File: src/rtl/apb_pkg.sv
`default_nettype none
// +----------------------------------------------------------------------+
// | apb_pkg: APB state encoding and default bus widths shared by the     |
// | requester and the completer.                  Revision: 1.0           |
// +----------------------------------------------------------------------+
package apb_pkg;

  localparam int c_addr_w = 5;
  localparam int c_data_w = 32;

  typedef enum logic [1:0] {
    IDLE   = 2'b00,
    SETUP  = 2'b01,
    ACCESS = 2'b10
  } apb_state_e;

endpackage
`default_nettype wire

File: src/rtl/apb_master.sv
`default_nettype none
// +----------------------------------------------------------------------+
// | apb_master: valid/ready command to APB SETUP/ACCESS requester with   |
// | bounded PREADY wait.                          Revision: 1.0           |
// +----------------------------------------------------------------------+
module apb_master
  import apb_pkg::*;
#(
  parameter int ADDR_W  = c_addr_w,
  parameter int DATA_W  = c_data_w,
  parameter int TIMEOUT = 16
) (
  input  logic              clk,
  input  logic              rst_n,
  input  logic              cmd_valid,
  output logic              cmd_ready,
  input  logic              cmd_write,
  input  logic [ADDR_W-1:0] cmd_addr,
  input  logic [DATA_W-1:0] cmd_wdata,
  output logic              rsp_valid,
  output logic [DATA_W-1:0] rsp_rdata,
  output logic              rsp_err,
  output logic              psel,
  output logic              penable,
  output logic              pwrite,
  output logic [ADDR_W-1:0] paddr,
  output logic [DATA_W-1:0] pwdata,
  input  logic [DATA_W-1:0] prdata,
  input  logic              pready
);

  // Last ACCESS cycle index before the transfer is abandoned.
  localparam logic [7:0] c_wait_last = 8'(TIMEOUT - 1);

  apb_state_e r_state;
  apb_state_e w_state_nxt;
  logic [7:0] r_wait_cnt;
  logic       w_accept;
  logic       w_done;
  logic       w_abort;

  always_comb begin
    w_state_nxt = r_state;
    w_accept    = 1'b0;
    w_done      = 1'b0;
    w_abort     = 1'b0;
    case (r_state)
      IDLE: begin
        if (cmd_valid) begin
          w_accept    = 1'b1;
          w_state_nxt = SETUP;
        end
      end
      SETUP: w_state_nxt = ACCESS;
      ACCESS: begin
        // pready takes priority over a timeout landing on the same edge
        if (pready) begin
          w_done      = 1'b1;
          w_state_nxt = IDLE;
        end else if (r_wait_cnt == c_wait_last) begin
          w_abort     = 1'b1;
          w_state_nxt = IDLE;
        end
      end
      default: w_state_nxt = IDLE;
    endcase
  end

  assign cmd_ready = (r_state == IDLE);

  always_ff @(posedge clk or negedge rst_n) begin
    if (!rst_n) begin
      r_state    <= IDLE;
      r_wait_cnt <= 8'd0;
      psel       <= 1'b0;
      penable    <= 1'b0;
      pwrite     <= 1'b0;
      paddr      <= '0;
      pwdata     <= '0;
      rsp_valid  <= 1'b0;
      rsp_err    <= 1'b0;
      rsp_rdata  <= '0;
    end else begin
      r_state    <= w_state_nxt;
      psel       <= (w_state_nxt != IDLE);
      penable    <= (w_state_nxt == ACCESS);
      r_wait_cnt <= (r_state == ACCESS && w_state_nxt == ACCESS) ? r_wait_cnt + 8'd1 : 8'd0;
      rsp_valid  <= w_done | w_abort;
      if (w_accept) begin
        pwrite <= cmd_write;
        paddr  <= cmd_addr;
        pwdata <= cmd_wdata;
      end
      if (w_done) begin
        rsp_err   <= 1'b0;
        rsp_rdata <= pwrite ? '0 : prdata;
      end else if (w_abort) begin
        rsp_err   <= 1'b1;
        rsp_rdata <= '0;
      end
    end
  end

endmodule
`default_nettype wire

File: config.mk
export PLATFORM = sky130hd
export DESIGN_NAME = apb_master
export DESIGN_NICKNAME = d
export VERILOG_FILES = /design/src/rtl/apb_pkg.sv /design/src/rtl/apb_master.sv
export SDC_FILE = /design/constraint.sdc
export NUM_CORES = 1
export LEC_CHECK = 0
export ABC_AREA = 0
export ABC_CLOCK_PERIOD_IN_PS = 5300
export BUFFER_PORTS_ARGS = -buffer_cell sky130_fd_sc_hd__buf_2
export CAP_MARGIN = 15
export CORE_ASPECT_RATIO = 2
export CORE_MARGIN = 10
export CORE_UTILIZATION = 45
export CTS_BUF_LIST = sky130_fd_sc_hd__clkbuf_16
export CTS_CLUSTER_DIAMETER = 120
export DETAILED_ROUTE_END_ITERATION = 7
export HOLD_SLACK_MARGIN = 0.12
export PLACE_DENSITY = 0.8
export SYNTH_ARGS = -nofsm -noshare
export SYNTH_HDL_FRONTEND = slang
export SYNTH_SLANG_ARGS = --single-unit
File: constraint.sdc
create_clock -name clk -period 5.3 [get_ports clk]
set_clock_uncertainty 0.15 [all_clocks]
set_input_delay 0.53 -clock clk [delete_from_list [all_inputs] [get_ports clk]]
set_output_delay 0.53 -clock clk [all_outputs]
set_load 0.03 [all_outputs]
==> results.json <==
{
  "synthToLayoutAreaGrowth_pct": 32.79,
  "cts-htree-levels": 3,
  "clkTransAtPathRegs_ns": 0.06,
  "syn_area_mm2": 0.003400,
  "synth_edf_count": 0,
  "die_w_um": 81.46,
  "reg2reg_to": "rsp_rdata[18]$_DFFE_PN0P_",
  "initialDrtViolationCount": 152,
  "synth_async_sr_flop_share": 1.000,
  "synth_fp_nets": 316,
  "setup-violations-final": 0,
  "first_pass_grt_wire_length_um": 14190,
  "critPathMaxFanout": 35,
  "die-area_mm2": 0.01164,
  "fraction_of_final_layout_cells_with_drive_strength_greater_than_1": 0.5367,
  "yosysTopAreaCellShare": 0.6183,
  "critical_path_required_ns": 5.42,
  "crit_arrival_ns": 2.38,
  "core.rowCount": 44,
  "ctsRootBufferMaster": "clkbuf_16",
  "dieHeight_um": 142.9,
  "tmin_final_ns": 2.268,
  "timing.setup.tns_ns": 0,
  "synth_top_area_cell": "dfrtp_1",
  "p_per_area_mw_per_mm2": 720.9,
  "final_antenna_net_count": 0,
  "startpoint": "r_state[0]$_DFF_PN0_",
  "gr-usage-all-layers": 0.1600,
  "synth-seq-area-share": 0.6183,
  "post_cts.resized_instances": 0,
  "maxSlewViolCount": 0,
  "floorplan.initialDensity": 0.4643,
  "worst_setup_path_endpoint": "rsp_rdata[18]$_DFFE_PN0P_",
  "yosysWarnings": 0,
  "num_cts_buffers": 9,
  "worst-r2r-setup-slack_ns": 3.03,
  "drcViolationCount": 0,
  "worst-slew-pin-transition_ns": 1.077,
  "critical_path_class": "flip-flop to flip-flop",
  "timing.final.hold_violations": 0,
  "globalplace.congestion": 0.8014,
  "mostFrequentLayoutCell": "buf_2",
  "critPathCaptureType": "flip-flop",
  "final_routed_wire_length_divided_by_cell_count_um": 18.70,
  "post_route_fraction_of_the_period_consumed_by_the_critical_path": 0.4280,
  "maxCapViolations": 0,
  "clock_tree.buffer_depth": 2,
  "final_net_count": 465,
  "syn-instance-count": 241,
  "rr_worst_depth": 4,
  "clock_sinks": 84,
  "num_io_pins": 149,
  "synthTopCellsByArea": "dfrtp_1, mux2_2, a221o_1, and2_1, buf_6",
  "outcome": "finished, final reports clean",
  "hpwlAfterDp_um": 6891,
  "cts_tree": "done",
  "worstSkewPairLatency_ns": 0.33,
  "via_count": 2555,
  "placeableCoreArea_mm2": 0.007322,
  "synth_top_flop_cell": "dfrtp_1",
  "synth_area_per_cell_um2": 14.11,
  "synthDistinctLibCells": 30,
  "postLayoutCoreUtil": 0.6165,
  "holdCritPathClass": "input pin to asynchronous set/reset pin",
  "slew_headroom": 0.2821,
  "rsz0062_at_grt": "no",
  "vias_per_cell": 5.236,
  "port_buffers": 148,
  "ys_seq_elements": 84,
  "power_leakage_nw": 2.051,
  "layout_common_cells": "buf_2, dfrtp_1, mux2_2",
  "antenna_found_initial": 1,
  "regToRegStartpoint": "r_state[0]$_DFF_PN0_",
  "vdd_drop_max_mv": 0.4489,
  "fmax_mhz": 440.8,
  "kind_of_launch_point_of_the_worst_setup_path": "flip-flop",
  "firstDrtPassIters": 4,
  "largest_net_degree_at_the_start_of_global_routing": 85,
  "overflow": 0,
  "cts_setup_buffers": 0,
  "route.final.wire_length_um": 9128,
  "vias_in_the_first_global_route": 2713,
  "postCtsHoldBufs": 0
}
==> sequential cells by signal, summed over array words and instances, names as in the netlist <==
register    cells
psel            1
rsp_valid       1
pwdata         32
r_state         2
rsp_rdata      32
paddr           5
r_wait_cnt      8
pwrite          1
penable         1
rsp_err         1
==> layer usage <==
metal / global-route usage / routed length, um
met1: 0.1665 / 3099
met2: 0.2806 / 5310
met3: 0.04591 / 495
met4: 0.07791 / 223
met5: 0 / 0
==> worst min-delay path by stage <==
stage	from	to	slack, ns
finish	rst_n	pwdata[22]$_DFFE_PN0P_	0.20
global route	cmd_wdata[20]	pwdata[20]$_DFFE_PN0P_	0.26
CTS	rst_n	pwdata[22]$_DFFE_PN0P_	0.26
detailed placement	r_wait_cnt[0]$_DFF_PN0_	r_wait_cnt[0]$_DFF_PN0_	0.32
global placement	r_wait_cnt[0]$_DFF_PN0_	r_wait_cnt[0]$_DFF_PN0_	0.31
floorplan	rst_n	paddr[0]$_DFFE_PN0P_	0.08
==> layout make-up <==
type	count	area, um2
Antenna cell	1	2.502
Clock buffer	9	225.2
Clock inverter	7	75.07
Fill cell	585	2808
Inverter	1	3.754
Multi-Input combinational cell	143	1217
Sequential cell	84	2102
Tap cell	92	115.1
Timing Repair Buffer	151	773.2
==> cell usage after synthesis, types with 2 or more instances <==
library cell	number
dfrtp_1	84
mux2_2	38
and2_1	33
a221o_1	30
buf_2	6
a21oi_1	5
nor2_1	5
o21ai_0	5
nand2_1	4
buf_6	3
clkbuf_1	3
or3_1	3
a221o_2	2
and3_1	2
nand2b_1	2
nand3_1	2
==> through the flow <==
stage,instances,area [um2],worst slack (ns),power (mW),hold slack (ns)
floorplan,241,3400,3.236,2.174,0.08441
global placement,470,4197,2.526,2.604,0.3123
detailed placement,470,4197,2.421,2.658,0.3157
CTS,486,4497,2.410,3.289,0.2620
global route,488,4514,2.856,3.427,0.2629
finish,488,4514,3.032,3.254,0.1992
==> cells by family after synthesis <==
logic type,count (synthesis),synth area share
flip-flops,84,0.6183
multiplexers,38,0.1259
adder cells (fa/ha/maj),1,0.003680
XOR/XNOR,2,0.005154
buffers and inverters,14,0.02539
AO/OA/AOI/OAI,46,0.1192
AND/OR/NAND/NOR,56,0.1023
==> power by group <==
part	leakage (nW)	total (mW)	switching (mW)	internal, mW
sequential	0.957	1.11	0.177	0.931
clock	0.138	0.625	0.258	0.366
combinational	0.956	1.52	0.960	0.561
total	2.05	3.25	1.40	1.86
==> critical path, cell delays in order (launching register included) <==
cell      delay (ns)
dfrtp_1         0.41
nand2b_1        0.65
nor3b_4         0.54
buf_8           0.25
a221o_1         0.18
Power figures use the tool's default switching activity.
